File: src/rtl/ser_pkg.sv
// ser_pkg - shared definitions for the serial sequencer slice.
//   W_DEF        default data word width
//   ser_state_e  sequencer state encoding
package ser_pkg;

  localparam int W_DEF = 8;

  typedef enum logic [1:0] {
    ST_IDLE  = 2'd0,
    ST_LOAD  = 2'd1,
    ST_SHIFT = 2'd2,
    ST_DONE  = 2'd3
  } ser_state_e;

endpackage

File: src/rtl/ser_seq_ctrl_shr_ld.sv
// shr_ld - W-bit shift-right register with parallel load.
//   clk    system clock
//   rst_b  async active-low reset, clears the register
//   sh_i   shift right by one, zero fill at the MSB
//   ld_i   parallel load of d_i (lower priority than sh_i)
//   d_i    parallel load word
//   q_o    register contents
module shr_ld
  import ser_pkg::*;
#(
  parameter int W = W_DEF
) (
  input  logic         clk,
  input  logic         rst_b,
  input  logic         sh_i,
  input  logic         ld_i,
  input  logic [W-1:0] d_i,
  output logic [W-1:0] q_o
);

  logic [W-1:0] shr_q;

  always_ff @(posedge clk or negedge rst_b) begin
    if (!rst_b) begin
      shr_q <= '0;
    end else if (sh_i) begin
      shr_q <= {1'b0, shr_q[W-1:1]};
    end else if (ld_i) begin
      shr_q <= d_i;
    end
  end

  assign q_o = shr_q;

endmodule

File: src/rtl/ser_seq_ctrl.sv
// ser_seq_ctrl - serializes a captured word LSB first, emitting N bits.
//   clk      system clock
//   rst_b    async active-low reset
//   start    transaction request, sampled only while rdy=1
//   abort    synchronous cancel, has priority over start
//   data_in  word to serialize, captured with start
//   cnt_in   bit count, 0 or > W means W
//   rdy      idle and able to accept start
//   busy     transaction in progress
//   bit_out  current serial bit, qualified by bit_vld
//   bit_vld  one per emitted bit
//   done     one-cycle pulse on normal completion
//
// state    | meaning
// ---------+-----------------------------------------------
// ST_IDLE  | waiting for start; word and count captured here
// ST_LOAD  | captured word copied into the shifter
// ST_SHIFT | one bit per cycle, remaining-bit counter falls
// ST_DONE  | completion pulse, back to idle
module ser_seq_ctrl
  import ser_pkg::*;
#(
  parameter int W  = W_DEF,
  parameter int CW = $clog2(W+1)
) (
  input  logic          clk,
  input  logic          rst_b,
  input  logic          start,
  input  logic          abort,
  input  logic [W-1:0]  data_in,
  input  logic [CW-1:0] cnt_in,
  output logic          rdy,
  output logic          busy,
  output logic          bit_out,
  output logic          bit_vld,
  output logic          done
);

  localparam logic [CW-1:0] CNT_FULL = CW'(W);
  localparam logic [CW-1:0] CNT_ONE  = CW'(1);

  ser_state_e    state_q, state_d;
  logic [CW-1:0] cnt_q, cnt_d;
  logic [W-1:0]  data_q, data_d;
  logic [CW-1:0] eff_cnt;
  logic          sh_en;
  logic          ld_en;
  logic [W-1:0]  shr_word;

  // Zero means a full word; anything larger than the word is clamped.
  always_comb begin
    eff_cnt = cnt_in;
    if (cnt_in == '0 || cnt_in > CNT_FULL) begin
      eff_cnt = CNT_FULL;
    end
  end

  always_ff @(posedge clk or negedge rst_b) begin
    if (!rst_b) begin
      state_q <= ST_IDLE;
      cnt_q   <= '0;
      data_q  <= '0;
    end else begin
      state_q <= state_d;
      cnt_q   <= cnt_d;
      data_q  <= data_d;
    end
  end

  always_comb begin
    state_d = state_q;
    cnt_d   = cnt_q;
    data_d  = data_q;
    ld_en   = 1'b0;
    sh_en   = 1'b0;
    case (state_q)
      ST_IDLE: begin
        if (start && !abort) begin
          state_d = ST_LOAD;
          data_d  = data_in;
          cnt_d   = eff_cnt;
        end
      end
      ST_LOAD: begin
        ld_en = 1'b1;
        if (abort) begin
          state_d = ST_IDLE;
          cnt_d   = '0;
        end else begin
          state_d = ST_SHIFT;
        end
      end
      ST_SHIFT: begin
        sh_en = 1'b1;
        if (abort) begin
          state_d = ST_IDLE;
          cnt_d   = '0;
        end else begin
          cnt_d = cnt_q - CNT_ONE;
          // <= rather than == so a corrupted zero count cannot wrap and run on.
          if (cnt_q <= CNT_ONE) begin
            state_d = ST_DONE;
          end
        end
      end
      ST_DONE: begin
        state_d = ST_IDLE;
        cnt_d   = '0;
      end
      default: begin
        state_d = ST_IDLE;
        cnt_d   = '0;
      end
    endcase
  end

  shr_ld #(
    .W (W)
  ) u_shr_ld (
    .clk   (clk),
    .rst_b (rst_b),
    .sh_i  (sh_en),
    .ld_i  (ld_en),
    .d_i   (data_q),
    .q_o   (shr_word)
  );

  assign rdy     = (state_q == ST_IDLE);
  assign busy    = (state_q != ST_IDLE);
  assign bit_vld = (state_q == ST_SHIFT);
  assign bit_out = shr_word[0];
  // A cancelled transaction must not report completion, even from DONE.
  assign done    = (state_q == ST_DONE) && !abort;

endmodule
File: config.mk
export PLATFORM = sky130hd
export DESIGN_NAME = ser_seq_ctrl
export DESIGN_NICKNAME = d
export VERILOG_FILES = /design/src/rtl/ser_pkg.sv /design/src/rtl/ser_seq_ctrl_shr_ld.sv /design/src/rtl/ser_seq_ctrl.sv
export SDC_FILE = /design/constraint.sdc
export NUM_CORES = 1
export LEC_CHECK = 0
export ABC_CLOCK_PERIOD_IN_PS = 2200
export CAP_MARGIN = 15
export CORE_AREA = 4 4 53 55
export DETAILED_ROUTE_END_ITERATION = 8
export DIE_AREA = 0 0 57 59
export PLACE_DENSITY = 0.75
export SYNTH_ARGS = -nofsm -noshare
export SYNTH_HDL_FRONTEND = slang
export SYNTH_SLANG_ARGS = --single-unit
export TNS_END_PERCENT = 5
File: constraint.sdc
create_clock -name clk -period 2.2 [get_ports clk]
set_input_delay 0.33 -clock clk [delete_from_list [all_inputs] [get_ports clk]]
set_output_delay 0.33 -clock clk [all_outputs]
set_load 0.1 [all_outputs]
==> flow_metrics.tcl <==
set metrics [dict create \
    status "finished, final reports clean" \
    avgSynthCellArea_sq_um 11.1 \
    synth_simple_gate_area_share_pct 10.3 \
    cts_setup_buffers 0 \
    fin_crit_sh_pct 85.6 \
    max_slew.worst_pin.slew_ns 0.556 \
    gp_congestion 0.772 \
    hpwl_mm 1.64 \
    wl_met1_microns 937 \
    period_needed_ns 1.88 \
    die_w_microns 57 \
    die_area_sq_mm 0.00336 \
    post-route-drc-count 0 \
    synth_area_sq_mm 0.00114 \
    fill_cells 221 \
    antenna_found_initial 0 \
    vdd_drop_max_mv 0.974 \
    drive_gt1_share_pct 16.9 \
    synth-xor-area-share_pct 0 \
    row_count 18 \
    syn-num-nets 125 \
    setup_viol 0 \
    postSynthCellCount 103 \
    final_util_pct 59.9 \
    hold_viol 0 \
    required_ns 2.39 \
    synth_flop_cell "dfrtp_1" \
    synth_cell_type_count 28 \
    cts_buffers 3 \
    pre_cts_slack_ns 0.163 \
    clk_latency_ns 0.30 \
    cts.htree.levels 1 \
    avgViaCountPerCell 5.44 \
    rsz0062_at_grt "no" \
    cts_resized 0 \
    synth_edf_count 0 \
    ys_seq_elements 22 \
    finalWorstSetupSlack_ns 0.318 \
    portBuffers 20 \
    critPathLaunchType "flip-flop" \
    area_growth_syn_to_layout_pct 25.6 \
    cts_sinks 22 \
    synth_compound_area_share_pct 14.0 \
    drv_cap 0 \
    grt_pass1_vias 827 \
    power_density_mw_per_mm2 1600 \
    crit_type "flip-flop to flip-flop" \
    synth_top_family_by_area "multiplexers" \
    cts_max_path_buffers 2 \
    core_sq_mm 0.00239 \
    wl_met2_mm 1.08 \
    skew_ns 0.00140 \
    hp-class "primary input to async pin" \
    clkTransAtPathRegs_ns 0.11 \
    grt_use_total_pct 13.4 \
    grt_max_degree 23 \
    clockRootBuffer "clkbuf_4" \
    ys_seq_area_share_pct 48.4 \
    routed_wl_mm 2.15 \
    layout.nets 148 \
    via_count 838 \
    ant_nets 0 \
    avgRoutedWirePerCell_microns 14.0 \
    die_y_microns 59 \
    dr.pass1.iters 4 \
    dr_wl_met3_microns 122 \
    io_pins 21 \
    fmax_mhz 531 \
    yosysWarnings 0 \
    slew-limit-headroom_pct 62.9 \
    drv_slew 0 \
    detail_route.iter0.violations 24 \
    yosys.area_share.adder_pct 6.59 \
    critical_path_arrival_ns 2.08 \
    cts_tree "done" \
    ctsHoldBuffers 0 \
    synth-async-reset-ratio_pct 100 \
    synthMuxAreaShare_pct 16.7 \
    endpoint_kind "flip-flop" \
    top_layer "met4" \
    grt_pass1_wl_mm 3.50 \
    initial_core_util_pct 47.7 \
    diodes 0 \
    overflow 0 \
    leakagePower_uw 0.000635 \
    crit_fanout 9 \
]
cell families (layout without fill, tap and decap cells):
| logic type | after synthesis | after routing |
|---|---|---|
| buffers and inverters | 10 | 31 |
| AOI/OAI and AO/OA | 26 | 26 |
| adders and majority gates | 6 | 6 |
| muxes | 15 | 15 |
| DFF | 22 | 22 |
| and+or+nand+nor | 24 | 24 |
report_power, final:
group / internal [uW] / total (uW) / switching [uW]
Clock: 63.8 / 175 / 111
Sequential: 615 / 745 / 130
Combinational: 571 / 1370 / 800
Total: 1250 / 2290 / 1040
cell type report:
class / count / area, sq um / share of cell area, %
Clock buffer: 3 / 22.5 / 1.57
Inverter: 6 / 22.5 / 1.57
Multi-Input combinational cell: 71 / 544 / 38.1
Sequential cell: 22 / 551 / 38.5
Tap cell: 30 / 37.5 / 2.62
Timing Repair Buffer: 22 / 253 / 17.7
placed cells by master, fill, tap and decap left out:
| cell | synthesis | layout |
|---|---|---|
| dfrtp_1 | 22 | 22 |
| clkdlybuf4s50_1 | 0 | 15 |
| nor2_1 | 11 | 11 |
| a21oi_1 | 9 | 9 |
| mux2_4 | 8 | 8 |
| mux2i_1 | 7 | 7 |
| o21ai_0 | 7 | 7 |
| inv_1 | 5 | 5 |
| ha_1 | 6 | 5 |
| buf_12 | 0 | 4 |
| nor2b_1 | 3 | 3 |
| nand2b_1 | 3 | 3 |
| clkbuf_4 | 0 | 3 |
| buf_4 | 0 | 3 |
| nand2_1 | 2 | 2 |
| a22o_1 | 2 | 2 |
| nor3_1 | 2 | 2 |
| inv_2 | 1 | 1 |
| and2b_1 | 1 | 1 |
| o31ai_1 | 1 | 1 |
| o22ai_1 | 1 | 1 |
| a31oi_1 | 1 | 1 |
| a21oi_2 | 1 | 1 |
| a2bb2oi_1 | 1 | 1 |
| a32oi_1 | 1 | 1 |
| or2_1 | 1 | 1 |
| a21boi_0 | 1 | 1 |
| o211ai_1 | 1 | 1 |
| nand3b_1 | 1 | 1 |
| ha_2 | 0 | 1 |
registers in the layout, indices dropped and copies added, names as in the netlist:
register      count
u_shr_ld.q_o      8
cnt_q             4
state_q           2
data_q            8
critical path, stage by stage (launching register included):
cell	delay, ns
dfrtp_1	0.43
inv_1	0.11
ha_2	0.31
inv_2	0.10
or2_1	0.45
mux2_4	0.38
final timing paths:
check                                   to       start  depth (start not counted)  slack [ns]
max                              data_q[0]  state_q[0]                          5        0.32
min                        u_shr_ld.q_o[5]       rst_b                          2        0.36
max reg2reg                      data_q[0]  state_q[0]                          5        0.32
min reg2reg                      data_q[4]   data_q[4]                          1        0.53
max in group asynchronous        data_q[1]       rst_b                          2        1.63
min in group clk                 data_q[4]   data_q[4]                          1        0.53
metrics by stage:
stage          setup TNS [ns]  instance area (sq um)  hold WS [ns]  power [uW]  std cells
2_1_floorplan           -1.89                   1140        0.0344        1750        103
3_3_place_gp                0                   1410         0.497        2070        151
3_5_place_dp                0                   1410         0.497        2140        151
4_1_cts                     0                   1430         0.368        2310        154
5_1_grt                     0                   1430         0.365        2440        154
6_report                    0                   1430         0.359        2290        154
metal layers:
| layer | GRT usage (%) | up-vias |
|---|---|---|
| met5 | 0 | - |
| met4 | 3.97 | 0 |
| met3 | 3.49 | 4 |
| met2 | 24.6 | 19 |
| met1 | 15.3 | 417 |
| li1 | - | 398 |
cell usage after synthesis (3+ instances only):
library cell | number | area [sq um]
a21oi_1 | 9 | 45.0
dfrtp_1 | 22 | 551
ha_1 | 6 | 75.1
inv_1 | 5 | 18.8
mux2_4 | 8 | 120
mux2i_1 | 7 | 70.1
nand2b_1 | 3 | 18.8
nor2_1 | 11 | 41.3
nor2b_1 | 3 | 18.8
o21ai_0 | 7 | 35.0
(Power assumes the default switching activity.)
